## src/rtl/mux_arbitrado.sv

```systemverilog
// -----------------------------------------------------------------------------
// mux_arbitrado
//   N-channel arbitrated multiplexer with a single registered output stage.
//   Each cycle at most one input channel is granted, either by a fixed select
//   (FIX=1, channel S) or by round-robin starting after the last granted
//   channel (FIX=0). The granted word is captured into Y together with its
//   source index CH. The output stage holds one word and refills on the same
//   edge it drains, so back-to-back traffic runs at one word per cycle.
//
// Handshake: a transfer happens on a rising edge where valid and ready are
//   both 1 (V[i]/R[i] on the input side, YV/YR on the output side). Ready never
//   depends on the valid of the same interface except that R is a one-hot
//   grant that only selects among channels with V set.
//
// Ports
//   clk   in   single clock, rising edge
//   rst_n in   synchronous active-low reset
//   D     in   N*W flattened channel data, channel i = D[i*W +: W]
//   V     in   N   per-channel valid
//   R     out  N   per-channel ready (combinational one-hot grant)
//   FIX   in   1   1 = fixed select via S, 0 = round-robin
//   S     in   SW  channel select in fixed mode (S >= N grants nothing)
//   Y     out  W   registered output data
//   YV    out  1   output valid
//   YR    in   1   downstream ready
//   CH    out  SW  source channel of the word held in Y
//   CNT   out  16  saturating count of output transfers
//                  (present only when MUX_ARBITRADO_STATS_EN is defined)
// -----------------------------------------------------------------------------
module mux_arbitrado #(
  parameter int W = 8,
  parameter int N = 4,
  localparam int SW = $clog2(N)
) (
  input  logic            clk,
  input  logic            rst_n,
  input  logic [N*W-1:0]  D,
  input  logic [N-1:0]    V,
  output logic [N-1:0]    R,
  input  logic            FIX,
  input  logic [SW-1:0]   S,
  output logic [W-1:0]    Y,
  output logic            YV,
  input  logic            YR,
  output logic [SW-1:0]   CH
`ifdef MUX_ARBITRADO_STATS_EN
  ,
  output logic [15:0]     CNT
`endif
);

  logic [W-1:0]  y_q, y_d;
  logic [SW-1:0] ch_q, ch_d;
  logic          yv_q, yv_d;
  logic [SW-1:0] ptr_q, ptr_d;

  logic          loadable;
  logic [N-1:0]  grant;
  logic [SW-1:0] gidx;
  logic          gvalid;
  logic [W-1:0]  sel_data;
  logic [SW-1:0] rr_idx;

  // Grant decision. Reset is folded into loadable so that no grant is
  // offered (and no input transfer completes) on a reset edge.
  always_comb begin
    loadable = rst_n && (!yv_q || YR);
    grant    = '0;
    gidx     = '0;
    gvalid   = 1'b0;
    rr_idx   = '0;
    if (loadable) begin
      if (FIX) begin
        // Comparing S against every legal index means S >= N matches nothing.
        for (int i = 0; i < N; i++) begin
          if (S == SW'(i) && V[i]) begin
            grant[i] = 1'b1;
            gidx     = SW'(i);
            gvalid   = 1'b1;
          end
        end
      end else begin
        // Scan ptr+1, ptr+2, ... ptr+N (mod N); the last candidate is the
        // previously granted channel itself.
        for (int k = 1; k <= N; k++) begin
          rr_idx = SW'((int'(ptr_q) + k) % N);
          if (!gvalid && V[rr_idx]) begin
            gidx   = rr_idx;
            gvalid = 1'b1;
          end
        end
        for (int i = 0; i < N; i++) begin
          if (gvalid && gidx == SW'(i)) grant[i] = 1'b1;
        end
      end
    end
  end

  always_comb begin
    sel_data = '0;
    for (int i = 0; i < N; i++) begin
      if (grant[i]) sel_data = D[i*W +: W];
    end
  end

  // Output stage: refill wins over drain, which gives the bubble-free
  // one-word-per-cycle behaviour when both happen on the same edge.
  always_comb begin
    y_d   = y_q;
    ch_d  = ch_q;
    yv_d  = yv_q;
    ptr_d = ptr_q;
    if (gvalid) begin
      y_d   = sel_data;
      ch_d  = gidx;
      yv_d  = 1'b1;
      ptr_d = gidx;
    end else if (yv_q && YR) begin
      yv_d  = 1'b0;
    end
  end

  always_ff @(posedge clk) begin
    if (!rst_n) begin
      y_q   <= '0;
      ch_q  <= '0;
      yv_q  <= 1'b0;
      // Pointer at the last channel so the first scan begins at channel 0.
      ptr_q <= SW'(N - 1);
    end else begin
      y_q   <= y_d;
      ch_q  <= ch_d;
      yv_q  <= yv_d;
      ptr_q <= ptr_d;
    end
  end

  assign R  = grant;
  assign Y  = y_q;
  assign YV = yv_q;
  assign CH = ch_q;

`ifdef MUX_ARBITRADO_STATS_EN
  logic [15:0] cnt_q, cnt_d;

  always_comb begin
    cnt_d = cnt_q;
    if (yv_q && YR && cnt_q != 16'hFFFF) cnt_d = cnt_q + 16'd1;
  end

  always_ff @(posedge clk) begin
    if (!rst_n) cnt_q <= '0;
    else        cnt_q <= cnt_d;
  end

  assign CNT = cnt_q;
`endif

endmodule

```

## config.mk

```make
export PLATFORM = sky130hd
export DESIGN_NAME = mux_arbitrado
export DESIGN_NICKNAME = d
export VERILOG_FILES = /design/src/rtl/mux_arbitrado.sv
export SDC_FILE = /design/constraint.sdc
export NUM_CORES = 1
export LEC_CHECK = 0
export CAP_MARGIN = 15
export CORE_MARGIN = 3
export CORE_UTILIZATION = 43
export CTS_BUF_LIST = sky130_fd_sc_hd__clkbuf_8
export DETAILED_ROUTE_END_ITERATION = 16
export GPL_ROUTABILITY_DRIVEN = 0
export GPL_TIMING_DRIVEN = 1
export PLACE_DENSITY = 0.87
export SKIP_CTS_REPAIR_TIMING = 1
export SKIP_LAST_GASP = 1
export SYNTH_ARGS = -nofsm -noshare
export SYNTH_HDL_FRONTEND = slang
export SYNTH_SLANG_ARGS = --single-unit
```

## constraint.sdc

```tcl
create_clock -name clk -period 4.9 [get_ports clk]
set_input_delay 0.98 -clock clk [delete_from_list [all_inputs] [get_ports clk]]
set_output_delay 0.98 -clock clk [all_outputs]
set_load 0.005 [all_outputs]
```

Word-level counts from Yosys, hierarchy flattened
Cells that the tools add are included.
Storage, ports and cells
  output and inout bits: 15
  bits in registers: 13
Cells by class
  $add $sub $neg: 4
  mux-type cells: 52
  reduce and logical (&&, ||, !) cells: 21
  magnitude comparators: 4
  equal/unequal tests: 6
Operator list (number)
  two-way mux 1 bit: 32
  two-way mux 8 bit: 4
  two-way mux 2 bit: 10
  logical AND 1 bit: 13
  less-than comparator 2 x 3 -> 1 bit, second input constant: 4
  binary-select mux 1 bit (select 2 bit): 4
  equality test 2 bit, second input constant: 4
  two-way mux 4 bit: 2
  adder 2 x 1 -> 2 bit, second input constant: 2
  adder 2 bit, second input constant: 2
  equality test 2 x 1 -> 1 bit, second input constant: 2
  zero test 1 bit: 4
  zero test 2 bit: 2
  nonzero test 2 bit: 1
  logical OR 1 bit: 1

Logic depth before layout (Yosys ltp)
  depth in word-level cells: 30
  depth in mapped cells: 6

Worst setup path after synthesis
OpenSTA, ideal clock, no wires.
  path kind: in2out
  start: input port V[3]
  end: output port R[0]
  setup slack: 1927 ps
  arrival: 1993 ps
  buffers on the path: 0
  required time: 3920 ps
  cell stages on the path: 3
  cells stage by stage: or2_2 a2111oi_4 o21a_1
Between the ends
  word-level cells in the longest chain between the ends: 25
  elaborated cells on any way between the ends: 37
  those cells by class: mux (29); reduce/logical (8)
Ends and longest elaborated chain
  start, declared: line 38  | input logic [N-1:0] V,
  binary-select mux 1 bit (select 2 bit): line 87  | if (!gvalid && V[rr_idx]) begin
  two-way mux 1 bit (implied by the code): line 87
  two-way mux 1 bit: line 87
  two-way mux 1 bit: line 73  | if (FIX) begin
  two-way mux 1 bit: line 72  | if (loadable) begin
  zero test 1 bit: line 87
  logical AND 1 bit: line 87
  two-way mux 1 bit: line 87
  [9 not listed]
  two-way mux 2 bit: line 87
  two-way mux 2 bit: line 73
  two-way mux 2 bit: line 72
  zero test 2 bit: line 93  | if (gvalid && gidx == SW'(i)) grant[i] = 1'b1;
  logical AND 1 bit *: line 93
  two-way mux 1 bit *: line 93
  two-way mux 4 bit *: line 73
  two-way mux 4 bit *: line 72
  end, declared: line 39  | output logic [N-1:0] R,
Mark *: on every way between the ends. The rest lies on a longest branch, timed or not. The select of a mux whose other input is x is not followed.

Worst setup path in the final report
  start: input port V[3]
  end: output port R[3]
Between the ends
  word-level cells in the longest chain between the ends: 25
  elaborated cells on any way between the ends: 39
  those cells by class: eq/ne (1); mux (30); reduce/logical (8)
Ends and longest elaborated chain (line)
  binary-select mux 1 bit (select 2 bit): 87
  two-way mux 1 bit (implied by the code): 87
  two-way mux 1 bit: 87
  two-way mux 1 bit: 73
  two-way mux 1 bit: 72
  zero test 1 bit: 87
  logical AND 1 bit: 87
  two-way mux 1 bit: 87
  [9 not listed]
  two-way mux 2 bit: 87
  two-way mux 2 bit: 73
  two-way mux 2 bit: 72
  equality test 2 bit: 93
  logical AND 1 bit: 93
  two-way mux 1 bit: 93
  two-way mux 4 bit *: 73
  two-way mux 4 bit *: 72
Marks and branches as above.

==> results.md <==
- Layout cells sized above 1: 0.0543
- Vias in the first global route: around 1.2k
- Grt total ovfl: 0
- DR WL/cell: between 15 and 20 µm
- Post-synth net total: approximately 170
- Placed cells: ~210
- Layout Utilization: 0.731
- Pins Over Slew Limit: 0
- PD cells: ~220 mW/mm²
- Routed vias: between 1k and 1.5k
- Core ar.: ~0.0023 mm²
- Worst hold path type: reg2reg
- ANT nets after route: 0
- Row cnt: 17
- XOR/XNOR Fraction of Synth Area: 0
- Crit Path Class: in2out
- Most frequent cells in the layout: clkdlybuf4s50_1 (56), nand2_1 (16), dfxtp_1 (13), inv_1 (12)
- Max FO, Critical Path: 9
- Most common library cell in the layout ignoring fill and taps: clkdlybuf4s50_1
- CP most frequent cell: clkdlybuf4s50_1
- Antenna cells: 0
- Post-Layout Inst Area: around 0.0017 mm²
- Clock sink total: 13
- Port buffer count: 56
- CP max stage cell: clkdlybuf4s50_1
- Flops & latches, synth: 13
- Status: complete, no violations
- Fin crit share: 0.894
- Worst path cell trace: clkdlybuf4s50_1 -> nor2b_1 -> o221ai_1 -> o22ai_2 -> and3_1 -> clkdlybuf4s50_1
- Gr usage total: 0.221
- Starting Density: 0.462
- Crit path largest cell delay: ~0.6 ns
- Register area share after synthesis: 0.247
- Fin Hold WS: between 0.4 and 0.5 ns
- Synth Area in Adders: 0
- Warning count from the yosys run: 0
- Slew @ Worst Pin: 0.616 ns
- Ports: between 50 and 60
- Worst Path Required: slightly below 4 ns
- Total power: 372 µW
- Synth Area in Compound Gates: 0.427
- Global-route wire length before repair: around 5600 µm
- Clock slew at reported path FFs: approximately 0.050 ns
- Final hold vios: 0
- Nets: approximately 230
- Root Buffer: clkbuf_8
- RSZ-0062 raised after global routing: false
- Setup TNS: 0 ns
- Critical Path Source Type: input port
- Main combinational cell family by area after synthesis: compound AO/OA/AOI/OAI gates
- Synthesized area per cell: around 8.0 µm²
- Total CTS buffers: 3
- Total of max-cap violations: 0
- Setup crit end kind: output pin
- Initial antenna violation count: 0
- Synth unique cells: 41
- Worst Skew: 0.00692 ns
- Die Ht: 55.5 µm
- Slew HR: 0.589
- Initial DRC count: 94
- Fill cell count: 182
- Mux share of post-synthesis cell area: 0.0452
- Largest net degree at the start of global routing: 16
- Worst-Skew Late Latency: approximately 0.24 ns
- CTS tree: yes
- DPL Wire Length: 2740 µm
- Post-Syn Area: around 0.0011 mm²
- Post-Synth Simple-Gate Area: 0.196
- DR pass1 iterations: 7
- Post-place setup slack: between 0.5 and 0.6 ns
- Peak VDD IR: 0.201 mV
- Leak: about 0.63 nW
- Final WS setup: 0.520 ns
- Die ar.: between 0.003 and 0.004 mm²
- P&R area growth vs syn: 58.1%
- DP Area: around 0.0016 mm²
- Tmin final: roughly 4.4 ns
- Setup-failing EPs final: 0
- Syn Inst Count: approximately 130
- DRC Markers: 0
- Crit path DAT: roughly 3.4 ns
- CTS HTree Levels: 1
- Chip Width: 55.5 µm
- Vias per inst: 6.33
- Clock tree buffer depth: 2
- Final Non-Filler Cells: roughly 210
- F_max: ~230 MHz
- Detailed Route WL: 3530 µm
## cells in the mapped netlist (all sizes together)
master | number | area share
nor3b | 1 | 0.0071
a211oi | 1 | 0.0071
dfxtp | 13 | 0.25
or2 | 2 | 0.012
clkbuf | 5 | 0.018
nor4bb | 1 | 0.0095
o211ai | 9 | 0.064
nor2b | 1 | 0.0059
mux2i | 1 | 0.0095
a21boi | 3 | 0.021
a211o | 2 | 0.017
a21oi | 5 | 0.024
o22ai | 2 | 0.018
mux4 | 1 | 0.025
o21ai | 2 | 0.0095
inv | 12 | 0.043
nand2 | 16 | 0.057
a2111oi | 1 | 0.026
a22oi | 8 | 0.057
and4b | 1 | 0.0095
a221oi | 8 | 0.067
and3 | 1 | 0.0059
mux2 | 1 | 0.011
or2b | 1 | 0.0071
nand3 | 9 | 0.043
o311a | 1 | 0.0095
a222oi | 8 | 0.076
o21a | 2 | 0.014
buf | 4 | 0.024
nand2b | 3 | 0.018
o221ai | 2 | 0.017
and2 | 1 | 0.0059
nand4b | 1 | 0.0083
nor2 | 2 | 0.0071
## registers in the layout, indices dropped and copies added, names as in the netlist
register,count
Y,8
YV,1
CH,2
ptr_q,2
## path summary, 6_finish.rpt
check | startpoint | endpoint | slack (ns) | cells after the start
min | CH[0] | CH[0] | 0.47 | 2
max reg2reg | ptr_q[0] | Y[4] | 2.83 | 5
min reg2reg | CH[0] | CH[0] | 0.47 | 2
max | V[3] | R[3] | 0.52 | 6
## worst max-delay path, delay by kind of cell
kind	cells	cell delay (ns)
AO/OA/AOI/OAI	2	0.56
buffers and inverters	2	1.18
AND/OR/NAND/NOR	2	0.68
## routing by layer
layer,up-vias,part of all wire,track usage
met4,0,0.020,0.0625
met2,74,0.49,0.363
met1,629,0.39,0.281
met5,-,0,0
li1,629,-,-
met3,10,0.098,0.0584
## area by class of cell
class | instances | area, µm² | share of cell area
Sequential cell | 13 | 260 | 0.156
Tap cell | 28 | 35.0 | 0.0211
Inverter | 12 | 45.0 | 0.0271
Clock inverter | 1 | 3.75 | 0.00226
Timing Repair Buffer | 58 | 576 | 0.346
Clock buffer | 3 | 41.3 | 0.0248
Multi-Input combinational cell | 97 | 703 | 0.423
## power by group
part | internal, mW | switching [mW]
logic | 0.0840 | 0.0636
registers | 0.120 | 0.00828
clock network | 0.0553 | 0.0402
## cell families (layout without fill, tap and decap cells)
logic type,Yosys count,after routing
compound gates,54,54
buf+inv,21,74
mux,3,3
flops,13,13
simple gates,40,40
Note: power is estimated with default switching activity, not from simulation.
